==> src/rtl/inttofp_arb.sv <==
// inttofp_arb: round-robin arbiter sharing one int-to-fp converter among NREQ requesters,
// with a per-requester result buffer and a completed-conversion counter.
module inttofp_arb #(
  parameter int NREQ = 4
) (
  input  logic                 clk,
  input  logic                 rst_n,
  input  logic [NREQ-1:0]      req_valid,
  output logic [NREQ-1:0]      req_ready,
  input  logic [NREQ*128-1:0]  req_data,
  input  logic [NREQ*5-1:0]    req_cru,
  input  logic                 en,
  output logic [127:0]         cv_src,
  output logic [5:0]           cv_cru,
  input  logic [127:0]         cv_res,
  output logic [NREQ-1:0]      rsp_valid,
  input  logic [NREQ-1:0]      rsp_ready,
  output logic [NREQ*128-1:0]  rsp_data,
  output logic [15:0]          conv_cnt
);
  localparam int LW = $clog2(NREQ);
  logic [NREQ-1:0][127:0] rd, rsp_data_q;
  logic [NREQ-1:0][4:0] rc;
  logic [NREQ-1:0] busy_q, rsp_valid_q, elig, gnt, done, wr;
  logic [LW-1:0] last_q, gid, idx;
  logic [LW:0] itag_q, rtag_q;
  logic [127:0] cv_src_q;
  logic [5:0] cv_cru_q;
  logic [15:0] cnt_q;
  assign rd = req_data;
  assign rc = req_cru;
  assign elig = req_valid & ~busy_q & {NREQ{en & rst_n}};
  assign done = rsp_valid_q & rsp_ready;
  assign wr = rtag_q[LW] ? NREQ'(1) << rtag_q[LW-1:0] : '0;
  // Scan farthest-first so the requester nearest after last_q wins the final overwrite.
  always_comb begin
    gnt = '0;
    gid = '0;
    idx = '0;
    for (int k = NREQ; k >= 1; k--) begin
      idx = LW'((int'(last_q) + k) % NREQ);
      gnt = elig[idx] ? NREQ'(1) << idx : gnt;
      gid = elig[idx] ? idx : gid;
    end
  end
  always_ff @(posedge clk or negedge rst_n) begin
    if (!rst_n) begin
      cv_src_q    <= '0;
      cv_cru_q    <= '0;
      itag_q      <= '0;
      rtag_q      <= '0;
      busy_q      <= '0;
      rsp_valid_q <= '0;
      rsp_data_q  <= '0;
      cnt_q       <= '0;
      last_q      <= LW'(NREQ - 1);
    end else begin
      cv_cru_q <= |gnt ? {1'b1, rc[gid]} : 6'b0;
      if (|gnt) begin
        cv_src_q <= rd[gid];
        last_q   <= gid;
      end
      itag_q      <= {|gnt, gid};
      rtag_q      <= itag_q;
      busy_q      <= (busy_q | gnt) & ~done;
      rsp_valid_q <= (rsp_valid_q & ~done) | wr;
      if (rtag_q[LW]) begin
        rsp_data_q[rtag_q[LW-1:0]] <= cv_res;
        cnt_q <= cnt_q + 16'd1;
      end
    end
  end
  assign req_ready = gnt;
  assign cv_src    = cv_src_q;
  assign cv_cru    = cv_cru_q;
  assign rsp_valid = rsp_valid_q;
  assign rsp_data  = rsp_data_q;
  assign conv_cnt  = cnt_q;
endmodule

==> config.mk <==
export PLATFORM = sky130hd
export DESIGN_NAME = inttofp_arb
export DESIGN_NICKNAME = d
export VERILOG_FILES = /design/src/rtl/inttofp_arb.sv
export SDC_FILE = /design/constraint.sdc
export NUM_CORES = 1
export LEC_CHECK = 0
export ABC_AREA = 1
export CAP_MARGIN = 30
export CORE_AREA = 4 4 526 528
export DETAILED_ROUTE_END_ITERATION = 16
export DIE_AREA = 0 0 530 532
export HOLD_SLACK_MARGIN = 0.06
export SLEW_MARGIN = 30
export SYNTH_ARGS = -nofsm -noshare
export SYNTH_HDL_FRONTEND = slang
export SYNTH_SLANG_ARGS = --single-unit
==> constraint.sdc <==
create_clock -name clk -period 5.47 [get_ports clk]
set_input_delay 1.094 -clock clk [delete_from_list [all_inputs] [get_ports clk]]
set_output_delay 1.094 -clock clk [all_outputs]
set_load 0.03 [all_outputs]
-- Word level (Yosys, flattened, before mapping)
Index checks and enable logic that the tools add are counted.
- bits in registers: 678
- latch bits: 0
- RAM bits: 0
- memory bits (read-only): 0
- input port bits: 671
- output and inout port bits: 670
- memories kept: 0
- add/sub/neg operators: 5
- multipliers: 0
- divide/modulo/power cells: 0
- $lt $le $gt $ge: 7
- equality and inequality tests: 0
- shifts and indexed selects: 5
- mux-type cells: 25
- bitwise operators: 10
- reduce and logical (&&, ||, !) cells: 2
- operator list (operator ; count):
    $bwmux W512 ; 1
    $bmux W128 S2 ; 1
    $demux W128 S2 ; 1
    $mux W128 ; 2
    $and A4 B4 Y4 ; 5
    $mux W4 ; 5
    $shl A1 B2 Y4 const A ; 5
    $lt A2 B3 Y1 const B ; 6
    $add A16 B1 Y16 const B ; 1
    $bmux W5 S2 ; 1
    $bmux W1 S2 ; 4
    $mux W2 ; 4
    $not A4 Y4 ; 2
    $or A4 B4 Y4 ; 2
    $mux W6 ; 1
    $mux W5 ; 1
    $add A2 B1 Y2 const B ; 2
    $add A2 B2 Y2 const B ; 2
    $mux W1 ; 4
    $reduce_or A4 Y1 ; 1
    $ge A2 B1 Y1 const B ; 1
    $and A1 B1 Y1 ; 1
    $logic_and A1 B1 Y1 ; 1

-- Depth between registers and ports, before layout
- word-level depth: 12
- mapped depth: 18
- mapped depth without buffers: 16

-- Least setup slack after synthesis
Ideal clock, no wire load.
- kind: input port to output port
- from: input port en
- to: output port req_ready[0]
- arrival time: 2.153 ns
- data required time: 4.376 ns
- path slack: 2.223 ns
- stages on the path: 12
- path buffers: 1
- path through: nand2_1 inv_2 nand3_1 nand2_1 nand2_1 nand2_1 buf_6 nor2_4 nand2_1 nand3_1 nand2_1 inv_1
- longest elaborated chain between the ends: 8
- elaborated cells between the ends (all ways): 14
- those cells by class: mux: 12; bitwise: 2
- RTL lines (what ; line ; RTL):
    start, declared ; 12 ; input logic en,
    $and A1 B1 Y1 * ; 32 ; assign elig = req_valid & ~busy_q & {NREQ{en & rst_n}};
    $and A4 B4 Y4 * ; 32 ;
    $bmux W1 S2 ; 42 ; gnt = elig[idx] ? NREQ'(1) << idx : gnt;
    $mux W1 (not written as such) ; 42 ;
    $mux W4 (3 in a row) ; 42 ;
    $mux W4 * ; 42 ;
    end, declared ; 9 ; output logic [NREQ-1:0] req_ready,
Mark *: on every way between the ends. The rest lies on a longest branch, timed or not. The select of a mux whose other input is x is not followed.

-- Worst setup path after layout
Ends and elaborated chain as after synthesis.

==> summary.txt <==
Route
  – DR vias: 32,031
  – Routed WL: 179.4 mm
  – Vias/cell: 3.545
  – Number of detailed-route iterations in the first pass: 6
  – WL per Instance: 19.86 µm
  – Antenna-violating nets left: 0
  – Initial DRC count: 2,263
  – DR DRC count: 0

Power and ir drop
  – Lkg Pwr: 24.86 nW
  – Clk network pwr share: between 15 and 20%
  – Part of the power in combinational logic: 59.8%
  – Pint: between 15 and 20 mW
  – NetSw: between 15 and 20 mW
  – Sequential power share: 24.6%
  – Total power: approximately 37 mW
  – Peak supply drop: roughly 0.64 mV
  – Sw Ratio: between 40 and 50%
  – P per Cell Area: 710.9 mW/mm²

Timing
  – Slew Viols, Final: 0
  – Post-layout min period: 4.587 ns
  – Peak Freq: 0.2180 GHz
  – Final period utilization: 83.86%
  – Hold WS: 0.2738 ns
  – Final Hold Viols: 0
  – Clock Skew: ~0.036 ns
  – RSZ-0062 raised after global routing: no
  – Worst-margin pin slew: about 1.0 ns
  – Sum of negative setup slack: 0 ns
  – Setup violators final: 0
  – Slew HR: between 30% and 40%

Clock tree
  – Sink Count: 677
  – Root Driver: clkbuf_16
  – CTS tree: yes
  – Post-CTS setup buffers: 0
  – Buffers from clock root to sink, at most: 3
  – CTS Buf Count: 83
  – Worst-skew pair later-pin latency: 0.70 ns
  – Clk slew on worst S/H paths: 0.05 ns
  – Post-CTS sizing: 0
  – Number of H-tree levels: 3
  – Cts hold-fix bufs: 0

GRT
  – Global route overflow: 0
  – Vias in the first global route: around 30,000
  – Total Routing Usage GR: 12.02%
  – First-pass GRT wire length: roughly 240 mm
  – Largest net degree at the start of global routing: 175
  – Initial antenna violation count: 64

Final layout
  – Final #Nets: 6,041
  – Fraction of layout cells with a size suffix above 1: under 10%
  – Area Growth Syn to Fin: 63.99%

Floorplanning
  – Core area: 0.2724 mm²
  – Die Area: 0.2820 mm²
  – Core Rows: ~190
  – # IOs: ~1,300
  – Die X: 530 µm
  – Initial Utilization: a little under an eighth
  – Vert. Die Dim: around 530 µm

Logic synthesis
  – Cell count after synthesis: 4,121
  – Multiplexer share of the synthesized area: 0%
  – Netlist Area Pre-Place: 0.03177 mm²
  – Seq/Total Area, Yosys: a little over half
  – Post-synthesis adder-cell area fraction: 0.3151%
  – Mapped Avg Cell Area: 7.708 µm²
  – Syn Nets: 4,800
  – Main combinational cell family by area after synthesis: simple AND/OR/NAND/NOR gates
  – Ys Warns: 0
  – Post-synth cell types: 32
  – Simple-gate area share of the yosys netlist: 25.48%
  – Post-Synth XOR/XNOR Area: 0.4136%
  – Complex-gate fraction of the synthesized area: 8.335%
  – Synthesized flop and latch total: 677

Place
  – Half-perimeter wire length after placement: 143.4 mm
  – # port buffers: 1,340
  – Routability cong.: 0.9215

Critical path
  – Worst Setup End Kind: primary output
  – Worst setup SP type: primary input
  – WS Path Type: in -> out
  – Worst EP arrival: 3.49 ns
  – CP required: 4.38 ns
  – Worst-path fanout max: 11

Job
  – Max-cap violations: 0

Min path
  – Worst hold path class: in -> async

Run status
  – Status: complete, no violations
## layout by cell type, fill, tap and decap left out, types with 4 or more instances in the layout
cell,count
nand2_1,1361
clkdlybuf4s50_1,1336
inv_1,677
dfrtp_1,675
nand3_1,544
o21ai_0,516
clkbuf_16,83
buf_4,57
clkbuf_1,22
diode_2,20
nor2_1,20
clkbuf_8,16
buf_12,15
xor2_1,11
clkinv_2,9
a21oi_1,8
ha_1,8
nand3b_1,7
inv_2,6
bufinv_16,6
nand2_8,4
xnor2_1,4
## sequential cells by signal (all words and copies together) (netlist names)
register   count
rtag_q         3
rsp_valid      4
itag_q         2
cv_src       128
cv_cru         6
conv_cnt      16
last_q         2
busy_q         4
rsp_data     512
## metrics by stage
stage	utilization, %	cell area (µm²)	worst slack (ns)	instances
after floorplan	-	31770	2.223	4121
after global placement	18.06	49210	0.8940	8865
after detailed placement	18.06	49200	0.9124	8865
after CTS	19.09	52010	0.8707	9014
after global routing	19.11	52050	0.6583	9019
final	19.12	52090	0.8831	9035
## routing by layer
layer / vias up / track usage, % / routed length (µm)
met3: 285 / 3.490 / 17150
met1: 15001 / 14.40 / 70670
met5: - / 0 / 104
li1: 15161 / - / -
met4: 16 / 5.683 / 9548
met2: 1568 / 19.68 / 81920
## synthesized netlist by cell type
master / number / area, µm²
inv_1: 678 / 2545
buf_6: 20 / 225.2
clkbuf_1: 129 / 484.2
nor2_1: 20 / 75.07
xnor2_1: 4 / 35.03
nor3_1: 2 / 10.01
nor4_1: 1 / 6.260
nand2_1: 1363 / 5116
buf_8: 1 / 15.01
buf_2: 64 / 320.3
buf_4: 16 / 120.1
ha_1: 8 / 100.1
nand2_4: 2 / 22.52
inv_2: 5 / 18.77
nand2_2: 5 / 31.28
clkbuf_4: 1 / 7.510
a21oi_1: 8 / 40.04
clkinv_1: 1 / 3.750
buf_1: 27 / 101.4
o21ai_4: 1 / 16.27
or2_1: 3 / 18.77
and2_1: 1 / 6.260
dfstp_2: 2 / 52.55
o21ai_0: 516 / 2582
xor2_1: 11 / 96.34
o21ai_2: 1 / 8.760
inv_4: 1 / 6.260
nand3b_1: 7 / 52.55
nor2_4: 2 / 22.52
dfrtp_1: 675 / 16890
nand3_1: 545 / 2728
nand4_1: 1 / 6.260
## cell type report
cell class,instances,area [µm²]
inverter,685,2576
antenna,20,50.05
timing repair buffer,1414,14170
multi-input combinational,2501,11050
clock inverter,28,435.4
clock buffer,121,2380
sequential,677,16940
tap,3589,4491
fill,30726,220300
## kinds of logic (layout without fill, tap and decap cells)
group,after synthesis,in the layout
AO/OA/AOI/OAI,526,526
XOR/XNOR,15,15
adder cells (fa/ha/maj),8,8
buffers and inverters,943,2248
flip-flops,677,677
other,0,20
AND/OR/NAND/NOR,1952,1952
## path summary, 6_finish.rpt
kind                       slack [ns]       endpoint  startpoint  cells past startpoint
max                              0.88   req_ready[0]          en                     12
min reg2reg                      0.36      rtag_q[1]   itag_q[1]                      0
min                              0.27     cv_src[12]       rst_n                      1
max reg2reg                      1.87    cv_src[102]   last_q[0]                     14
max in group asynchronous        2.46  rsp_data[156]       rst_n                      5
min in group clk                 0.36      rtag_q[1]   itag_q[1]                      0
## worst max-delay path, cell delays in order
cell             delay [ns]
clkdlybuf4s50_1        0.46
nand2_1                0.06
inv_2                  0.13
nand3_1                0.12
nand2_1                0.11
nand2_1                0.08
nand2_1                0.36
a21oi_1                0.13
nand3_1                0.09
nand2_1                0.10
inv_1                  0.09
clkdlybuf4s50_1        0.68
## power groups by stage
stage,Clock [mW],Combinational (mW),Sequential (mW)
2_1_floorplan,0,7.95,13.8
3_3_place_gp,0,22.2,9.05
3_5_place_dp,0,22.4,9.13
4_1_cts,6.03,22.4,9.09
5_1_grt,6.21,23.9,9.37
6_report,5.79,22.2,9.10
(Power assumes the default switching activity.)
